$ cat src/rtl/forth_pkg.sv
// Shared definitions for the line controller and its neighbours.
//   WIDTH              : character width in bits
//   CHAR_*             : control characters recognised by the line editor
//   line_ctrl_state_t  : line controller FSM encoding (code 3 is illegal)
package forth_pkg;

  localparam int WIDTH = 8;

  localparam logic [WIDTH-1:0] CHAR_EOL = 8'h0A;
  localparam logic [WIDTH-1:0] CHAR_BS  = 8'h08;
  localparam logic [WIDTH-1:0] CHAR_DEL = 8'h7F;
  localparam logic [WIDTH-1:0] CHAR_CR  = 8'h0D;
  localparam logic [WIDTH-1:0] CHAR_SP  = 8'h20;

  typedef enum logic [1:0] {
    FILL  = 2'd0,
    OFFER = 2'd1,
    DRAIN = 2'd2
  } line_ctrl_state_t;

endpackage

$ cat src/rtl/line_buf.sv
// Line buffer: LENGTH slots of WIDTH bits.
//   i_clk  : clock
//   i_clr  : synchronous clear of every slot (priority over write)
//   i_we   : write enable for slot i_addr
//   i_addr : slot index
//   i_data : write data
//   o_line : all slots flattened, slot k at bits [k*WIDTH +: WIDTH]
module line_buf
  import forth_pkg::*;
#(
  parameter int LENGTH   = 16,
  parameter int LEN_BITS = $clog2(LENGTH)
) (
  input  logic                      i_clk,
  input  logic                      i_clr,
  input  logic                      i_we,
  input  logic [LEN_BITS-1:0]       i_addr,
  input  logic [WIDTH-1:0]          i_data,
  output logic [WIDTH*LENGTH-1:0]   o_line
);

  logic [WIDTH-1:0] slot_q [LENGTH];

  always_ff @(posedge i_clk) begin
    if (i_clr) begin
      for (int k = 0; k < LENGTH; k++) slot_q[k] <= '0;
    end else if (i_we) begin
      slot_q[i_addr] <= i_data;
    end
  end

  for (genvar g = 0; g < LENGTH; g++) begin : g_out
    assign o_line[g*WIDTH +: WIDTH] = slot_q[g];
  end

endmodule

$ cat src/rtl/line_ctrl.sv
// Line controller: assembles UART RX bytes into a line with backspace
// editing, offers the finished line to the tokenizer with a level
// handshake, and blocks further input until the tokenizer has drained it.
//
// Ports:
//   i_clk, i_rst (sync, active high), i_en (clock enable)
//   i_rx_data/i_rx_valid/o_rx_ready : UART receive side
//   o_line/o_len/o_ready            : line offered to the tokenizer
//   i_tok_busy                      : tokenizer owns the line
//   o_overflow                      : sticky, a printable byte was dropped
//   d_state                         : FSM state for debug
//   o_tx_data/o_tx_valid            : echo stream (only with LINE_CTRL_ECHO_EN)
//
// Build option: define LINE_CTRL_ECHO_EN to add the echo output.
//
// state | meaning
// FILL  | accepting bytes into the buffer
// OFFER | line complete, o_ready high, waiting for tokenizer to go busy
// DRAIN | tokenizer owns the line, waiting for it to release
module line_ctrl
  import forth_pkg::*;
#(
  parameter int               LENGTH   = 16,
  parameter logic [WIDTH-1:0] EOL      = CHAR_EOL,
  parameter logic [WIDTH-1:0] BS       = CHAR_BS,
  parameter int               LEN_BITS = $clog2(LENGTH)
) (
  input  logic                    i_clk,
  input  logic                    i_rst,
  input  logic                    i_en,
  input  logic [WIDTH-1:0]        i_rx_data,
  input  logic                    i_rx_valid,
  output logic                    o_rx_ready,
  output logic [WIDTH*LENGTH-1:0] o_line,
  output logic [LEN_BITS-1:0]     o_len,
  output logic                    o_ready,
  input  logic                    i_tok_busy,
  output logic                    o_overflow,
`ifdef LINE_CTRL_ECHO_EN
  output logic [WIDTH-1:0]        o_tx_data,
  output logic                    o_tx_valid,
`endif
  output logic [1:0]              d_state
);

  localparam logic [LEN_BITS-1:0] ONE = LEN_BITS'(1);
  // Printables stop two short of LENGTH so one slot always remains for EOL.
  localparam logic [LEN_BITS-1:0] PRINT_LIM = LEN_BITS'(LENGTH - 2);

  line_ctrl_state_t    state_q;
  logic [LEN_BITS-1:0] len_q;
  logic                ready_q;
  logic                ovf_q;
  logic                echo_busy;

  logic                buf_clr;
  logic                buf_we;
  logic [LEN_BITS-1:0] buf_addr;
  logic [WIDTH-1:0]    buf_data;

`ifdef LINE_CTRL_ECHO_EN
  // Echo sequences longer than one byte queue their tail here.
  logic [WIDTH-1:0] tx_data_q;
  logic             tx_valid_q;
  logic [WIDTH-1:0] pend0_q;
  logic [WIDTH-1:0] pend1_q;
  logic [1:0]       pend_cnt_q;

  assign echo_busy  = (pend_cnt_q != 2'd0);
  assign o_tx_data  = tx_data_q;
  assign o_tx_valid = tx_valid_q;
`else
  assign echo_busy = 1'b0;
`endif

  logic accept, is_bs, is_eol, is_cr;

  assign o_rx_ready = (state_q == FILL) & i_en & ~echo_busy;
  assign accept     = i_rx_valid & o_rx_ready;
  assign is_bs      = (i_rx_data == BS) | (i_rx_data == CHAR_DEL);
  assign is_eol     = (i_rx_data == EOL);
  assign is_cr      = (i_rx_data == CHAR_CR);

  // Buffer write port decode, mirrors the length updates in the FSM below.
  always_comb begin
    buf_clr  = i_rst;
    buf_we   = 1'b0;
    buf_addr = len_q;
    buf_data = i_rx_data;
    if (!i_rst && i_en) begin
      case (state_q)
        FILL: begin
          if (accept) begin
            if (is_eol) begin
              buf_we = 1'b1;
            end else if (is_bs) begin
              if (len_q != '0) begin
                buf_we   = 1'b1;
                buf_addr = len_q - ONE;
                buf_data = '0;
              end
            end else if (!is_cr && (len_q < PRINT_LIM)) begin
              buf_we = 1'b1;
            end
          end
        end
        OFFER: ;
        DRAIN:   buf_clr = ~i_tok_busy;
        default: buf_clr = 1'b1;
      endcase
    end
  end

  always_ff @(posedge i_clk) begin
    if (i_rst) begin
      state_q <= FILL;
      len_q   <= '0;
      ready_q <= 1'b0;
      ovf_q   <= 1'b0;
`ifdef LINE_CTRL_ECHO_EN
      tx_data_q  <= '0;
      tx_valid_q <= 1'b0;
      pend0_q    <= '0;
      pend1_q    <= '0;
      pend_cnt_q <= 2'd0;
`endif
    end else if (i_en) begin
`ifdef LINE_CTRL_ECHO_EN
      // Drain the echo queue; a new acceptance below overrides this
      // (acceptance only happens when the queue is empty).
      if (pend_cnt_q != 2'd0) begin
        tx_valid_q <= 1'b1;
        tx_data_q  <= pend0_q;
        pend0_q    <= pend1_q;
        pend_cnt_q <= pend_cnt_q - 2'd1;
      end else begin
        tx_valid_q <= 1'b0;
      end
`endif
      case (state_q)
        FILL: begin
          if (accept) begin
            if (is_eol) begin
              len_q   <= len_q + ONE;
              ready_q <= 1'b1;
              state_q <= OFFER;
`ifdef LINE_CTRL_ECHO_EN
              tx_valid_q <= 1'b1;
              tx_data_q  <= CHAR_CR;
              pend0_q    <= EOL;
              pend_cnt_q <= 2'd1;
`endif
            end else if (is_bs) begin
              if (len_q != '0) begin
                len_q <= len_q - ONE;
`ifdef LINE_CTRL_ECHO_EN
                tx_valid_q <= 1'b1;
                tx_data_q  <= CHAR_BS;
                pend0_q    <= CHAR_SP;
                pend1_q    <= CHAR_BS;
                pend_cnt_q <= 2'd2;
`endif
              end
            end else if (!is_cr) begin
              if (len_q < PRINT_LIM) begin
                len_q <= len_q + ONE;
`ifdef LINE_CTRL_ECHO_EN
                tx_valid_q <= 1'b1;
                tx_data_q  <= i_rx_data;
`endif
              end else begin
                ovf_q <= 1'b1;
              end
            end
          end
        end
        OFFER: begin
          // Busy already high on entry is a stale line; still counts as taken.
          if (i_tok_busy) begin
            ready_q <= 1'b0;
            state_q <= DRAIN;
          end
        end
        DRAIN: begin
          if (!i_tok_busy) begin
            len_q   <= '0;
            ovf_q   <= 1'b0;
            state_q <= FILL;
          end
        end
        default: begin
          len_q   <= '0;
          ovf_q   <= 1'b0;
          ready_q <= 1'b0;
          state_q <= FILL;
        end
      endcase
    end
  end

  line_buf #(
    .LENGTH   (LENGTH),
    .LEN_BITS (LEN_BITS)
  ) u_buf (
    .i_clk  (i_clk),
    .i_clr  (buf_clr),
    .i_we   (buf_we),
    .i_addr (buf_addr),
    .i_data (buf_data),
    .o_line (o_line)
  );

  assign o_len      = len_q;
  assign o_ready    = ready_q;
  assign o_overflow = ovf_q;
  assign d_state    = state_q;

endmodule

$ cat config.mk
export PLATFORM = sky130hd
export DESIGN_NAME = line_ctrl
export DESIGN_NICKNAME = d
export VERILOG_FILES = /design/src/rtl/forth_pkg.sv /design/src/rtl/line_buf.sv /design/src/rtl/line_ctrl.sv
export SDC_FILE = /design/constraint.sdc
export NUM_CORES = 1
export LEC_CHECK = 0
export CAP_MARGIN = 20
export CORE_UTILIZATION = 45
export CTS_CLUSTER_SIZE = 30
export DETAILED_ROUTE_END_ITERATION = 8
export PLACE_DENSITY = 0.81
export SLEW_MARGIN = 20
export SYNTH_ARGS = -nofsm -noshare
export SYNTH_HDL_FRONTEND = slang
export SYNTH_SLANG_ARGS = --single-unit
$ cat constraint.sdc
create_clock -name i_clk -period 3.6 [get_ports i_clk]
set_input_delay 0.72 -clock i_clk [delete_from_list [all_inputs] [get_ports i_clk]]
set_output_delay 0.72 -clock i_clk [all_outputs]
set_load 0.02 [all_outputs]
==> out/results.ini <==
[layout]
number_of_nets_at_the_end_of_the_flow = 640
flow.area_growth_from_synthesis_pct = 43.8
post_route_cells_drive_above_1_share_pct = 19.9

[synthesis]
yosysMostFrequentCell = sky130_fd_sc_hd__edfxtp_1
synth_area_leader_cell = sky130_fd_sc_hd__edfxtp_1
ys_top_cells_by_area = sky130_fd_sc_hd__edfxtp_1 65%, sky130_fd_sc_hd__nor3_2 4.8%, sky130_fd_sc_hd__nor3_1 4.0%, sky130_fd_sc_hd__nor2_1 2.9%, sky130_fd_sc_hd__dfxtp_1 2.7%
synth_flop_cell = sky130_fd_sc_hd__edfxtp_1
post_synth_edffs = 128
async_flop_share_pct = 0
synth.distinct_cells = 59
ys_seq_area_share_pct = 67.9
most_frequent_cells_after_synthesis = 128 x sky130_fd_sc_hd__edfxtp_1, 47 x sky130_fd_sc_hd__nor3_1, 45 x sky130_fd_sc_hd__nor2_1
synth_area_per_cell_um2 = 13.6
synthDominantCellAreaShare_pct = 65.2
syn_area_um2 = 5900
synth_seq_cells = 136
synth.yosys.warnings = 0
synthesis.instances = 433

[route]
drt_iter0_markers = 353
viasPerCell = 5.52
detailed_route_via_count = 4480
wl_um = 15700
route.antenna.remaining_nets = 0
wl_per_cell_um = 19.3
firstDrtPassIters = 6
drc_errors = 0

[worst_setup_path]
worst_r2r_startpoint = o_len[1]
critical_path.startpoint_type = primary input
crit_path_end_kind = flip-flop
cp_data_required_time_ps = 3780
crit_fanout = 28
path_cells = clkdlybuf4s50_1 -> or4b_1 -> o22ai_4 -> nand3_4 -> mux2i_4 -> o21ai_0 -> buf_4
critical_path.slowest_cell = sky130_fd_sc_hd__mux2i_4
cp.arrival_ps = 3330
worstSetupPathType = primary input to flip-flop
worst_setup_path_startpoint = i_rx_data[2]
cp_slowest_stage_delay_ps = 700

[pwr]
report.power.total_uw = 4020
static-leakage-power_uw = 0.00290
power.ir.vdd_worst_uv = 226
total_power_density_per_cell_area_nw_per_um2 = 474

[clock_tree]
post-cts-setup-buffers = 0
cts_resized = 0
clkSlewWorstSetupHoldPaths_ps = 60
ctsHtreeMaxLevel = 4
cts_sinks = 136
latest_clock_arrival_within_the_worst_skew_pair_ps = 420
cts_buffers = 17
clk_path_buf_depth = 2
root_buffer = sky130_fd_sc_hd__clkbuf_16
tritoncts = built
cts_hold_buf = 0

[die]
dieArea_um2 = 13600
pin_count = 150
core-area_um2 = 12700
floorplan.initialDensity_pct = 46.4
floorplan.die.width_um = 117
rows = 41
die_h_um = 117

[timing]
final_tns_setup_ps = 0
tightestPinTransition_ps = 815
final_period_minus_worst_setup_slack_ps = 3150
maxClockFrequency_mhz = 318
grt_setup_unrepaired = no
worst_clock_skew_on_the_final_layout_ps = 5.65
min_period_over_period_pct = 87.4
report.final.slew_viol_count = 0
final-setup-viol-count = 0
fin_worst_hold_slack_ps = 501
timing.max_slew.rel_slack_pct = 44.5
final_hold_viol_count = 0

[worst_hold_path]
hold_path.startpoint = o_ready
hold_path.class = flip-flop to flip-flop

[grt]
via_count_of_the_first_global_routing_pass = 4271
all_layer_global_routing_usage_pct = 23.8
groute.layer.met2.usage_pct = 40.0
grt_pass1_wl_um = 23300
grt_antenna_before_repair = 1
grt-busiest-layer = met2
global_route.usage.met3_pct = 6.59
groute.layer.met1.usage_pct = 29.1
gr-total-overflow = 0
grt_start_max_net_pins = 29

[place]
gp_congestion = 0.841
port_buffers = 149
hpwl_um = 11000

[run_status]
run_status = finished clean

[job]
cap_viol_max_count = 0

-- critical path, delay by kind of cell --
family / cells / cell delay [ps]
AND/OR/NAND/NOR: 2 / 760
buffers and inverters: 2 / 720
multiplexers: 1 / 700
AO/OA/AOI/OAI: 2 / 420
-- cells in the final DEF, fill, tap and decap left out, types with 2 or more instances in the layout --
cell type                         netlist  layout
sky130_fd_sc_hd__nor2_1                45      45
sky130_fd_sc_hd__clkbuf_16              0      17
sky130_fd_sc_hd__buf_4                  0      47
sky130_fd_sc_hd__o211ai_1               3       3
sky130_fd_sc_hd__clkinvlp_4             0       3
sky130_fd_sc_hd__ha_1                   2       2
sky130_fd_sc_hd__inv_6                  0       4
sky130_fd_sc_hd__nor3b_2                2       2
sky130_fd_sc_hd__nor3_2                28      28
sky130_fd_sc_hd__o21ai_1                6       6
sky130_fd_sc_hd__clkdlybuf4s50_1        0     149
sky130_fd_sc_hd__nor3b_1               12      12
sky130_fd_sc_hd__a21oi_1                6       6
sky130_fd_sc_hd__o21ai_0               15      15
sky130_fd_sc_hd__nor3_1                47      47
sky130_fd_sc_hd__nand2_1               14      14
sky130_fd_sc_hd__a22oi_1                5       5
sky130_fd_sc_hd__conb_1                 1      12
sky130_fd_sc_hd__and2_1                 3       3
sky130_fd_sc_hd__inv_1                  7       7
sky130_fd_sc_hd__nand4_1                4       4
sky130_fd_sc_hd__a311oi_1               2       2
sky130_fd_sc_hd__dfxtp_1                8       8
sky130_fd_sc_hd__a31oi_2                0       3
sky130_fd_sc_hd__a31oi_1                6       3
sky130_fd_sc_hd__o32a_1                 2       2
sky130_fd_sc_hd__nand3_1               12      12
sky130_fd_sc_hd__nor4_1                 4       4
sky130_fd_sc_hd__edfxtp_1             128     128
sky130_fd_sc_hd__nor2b_1                3       3
sky130_fd_sc_hd__nor4_2                 2       2
sky130_fd_sc_hd__bufinv_16              0       4
-- routing by layer --
layer | routed length (um) | up-vias
met5 | 0 | -
met4 | 352 | 0
met3 | 1200 | 34
met2 | 7840 | 237
met1 | 6290 | 2188
li1 | - | 2021
-- layout make-up --
type,count,area (um^2)
antenna,1,2.50
clock buffer,18,429
clock inverter,14,195
fill,922,4240
inverter,7,26.3
multi-input combinational,266,1740
sequential,136,4000
tap,172,215
timing repair buffer,197,1860
-- state kept, by name, indices dropped and copies added (netlist names) --
register,flops
d_state,2
o_len,4
u_buf.slot_q,128
o_ready,1
o_overflow,1
-- path summary, 6_finish.rpt --
kind | slack, ps | to | cells after the start
min reg2reg | 500 | o_ready | 2
min | 500 | o_ready | 2
max | 450 | u_buf.slot_q[7][1] | 7
max reg2reg | 950 | u_buf.slot_q[9][4] | 7
-- power breakdown --
part / internal (uW) / total, uW / switching, uW / leakage, uW
clock: 1160 / 1830 / 666 / 0.000295
sequential: 1790 / 1810 / 24.5 / 0.00138
combinational: 159 / 381 / 221 / 0.00122
-- cells by family after synthesis --
kind of cell | Yosys count | share of synthesized area [%]
xor+xnor | 1 | 0.148
buf+inv | 42 | 3.58
simple gates | 189 | 19.7
compound gates | 58 | 7.17
flops | 136 | 67.9
fa+ha+maj | 2 | 0.424
other cells | 1 | 0.0636
mux | 4 | 0.997
-- through the flow --
| stage | area, um^2 | setup WS, ps | cells | util [%] |
|---|---|---|---|---|
| finish | 8480 | 453 | 811 | 66.7 |
| global route | 8480 | 260 | 811 | 66.7 |
| CTS | 8480 | 468 | 810 | 66.6 |
| detailed placement | 7850 | 52.5 | 778 | 61.7 |
| global placement | 7850 | 144 | 778 | 61.7 |
| floorplan | 5940 | 412 | 444 | - |
No activity file was read; power rests on OpenSTA's default activity.
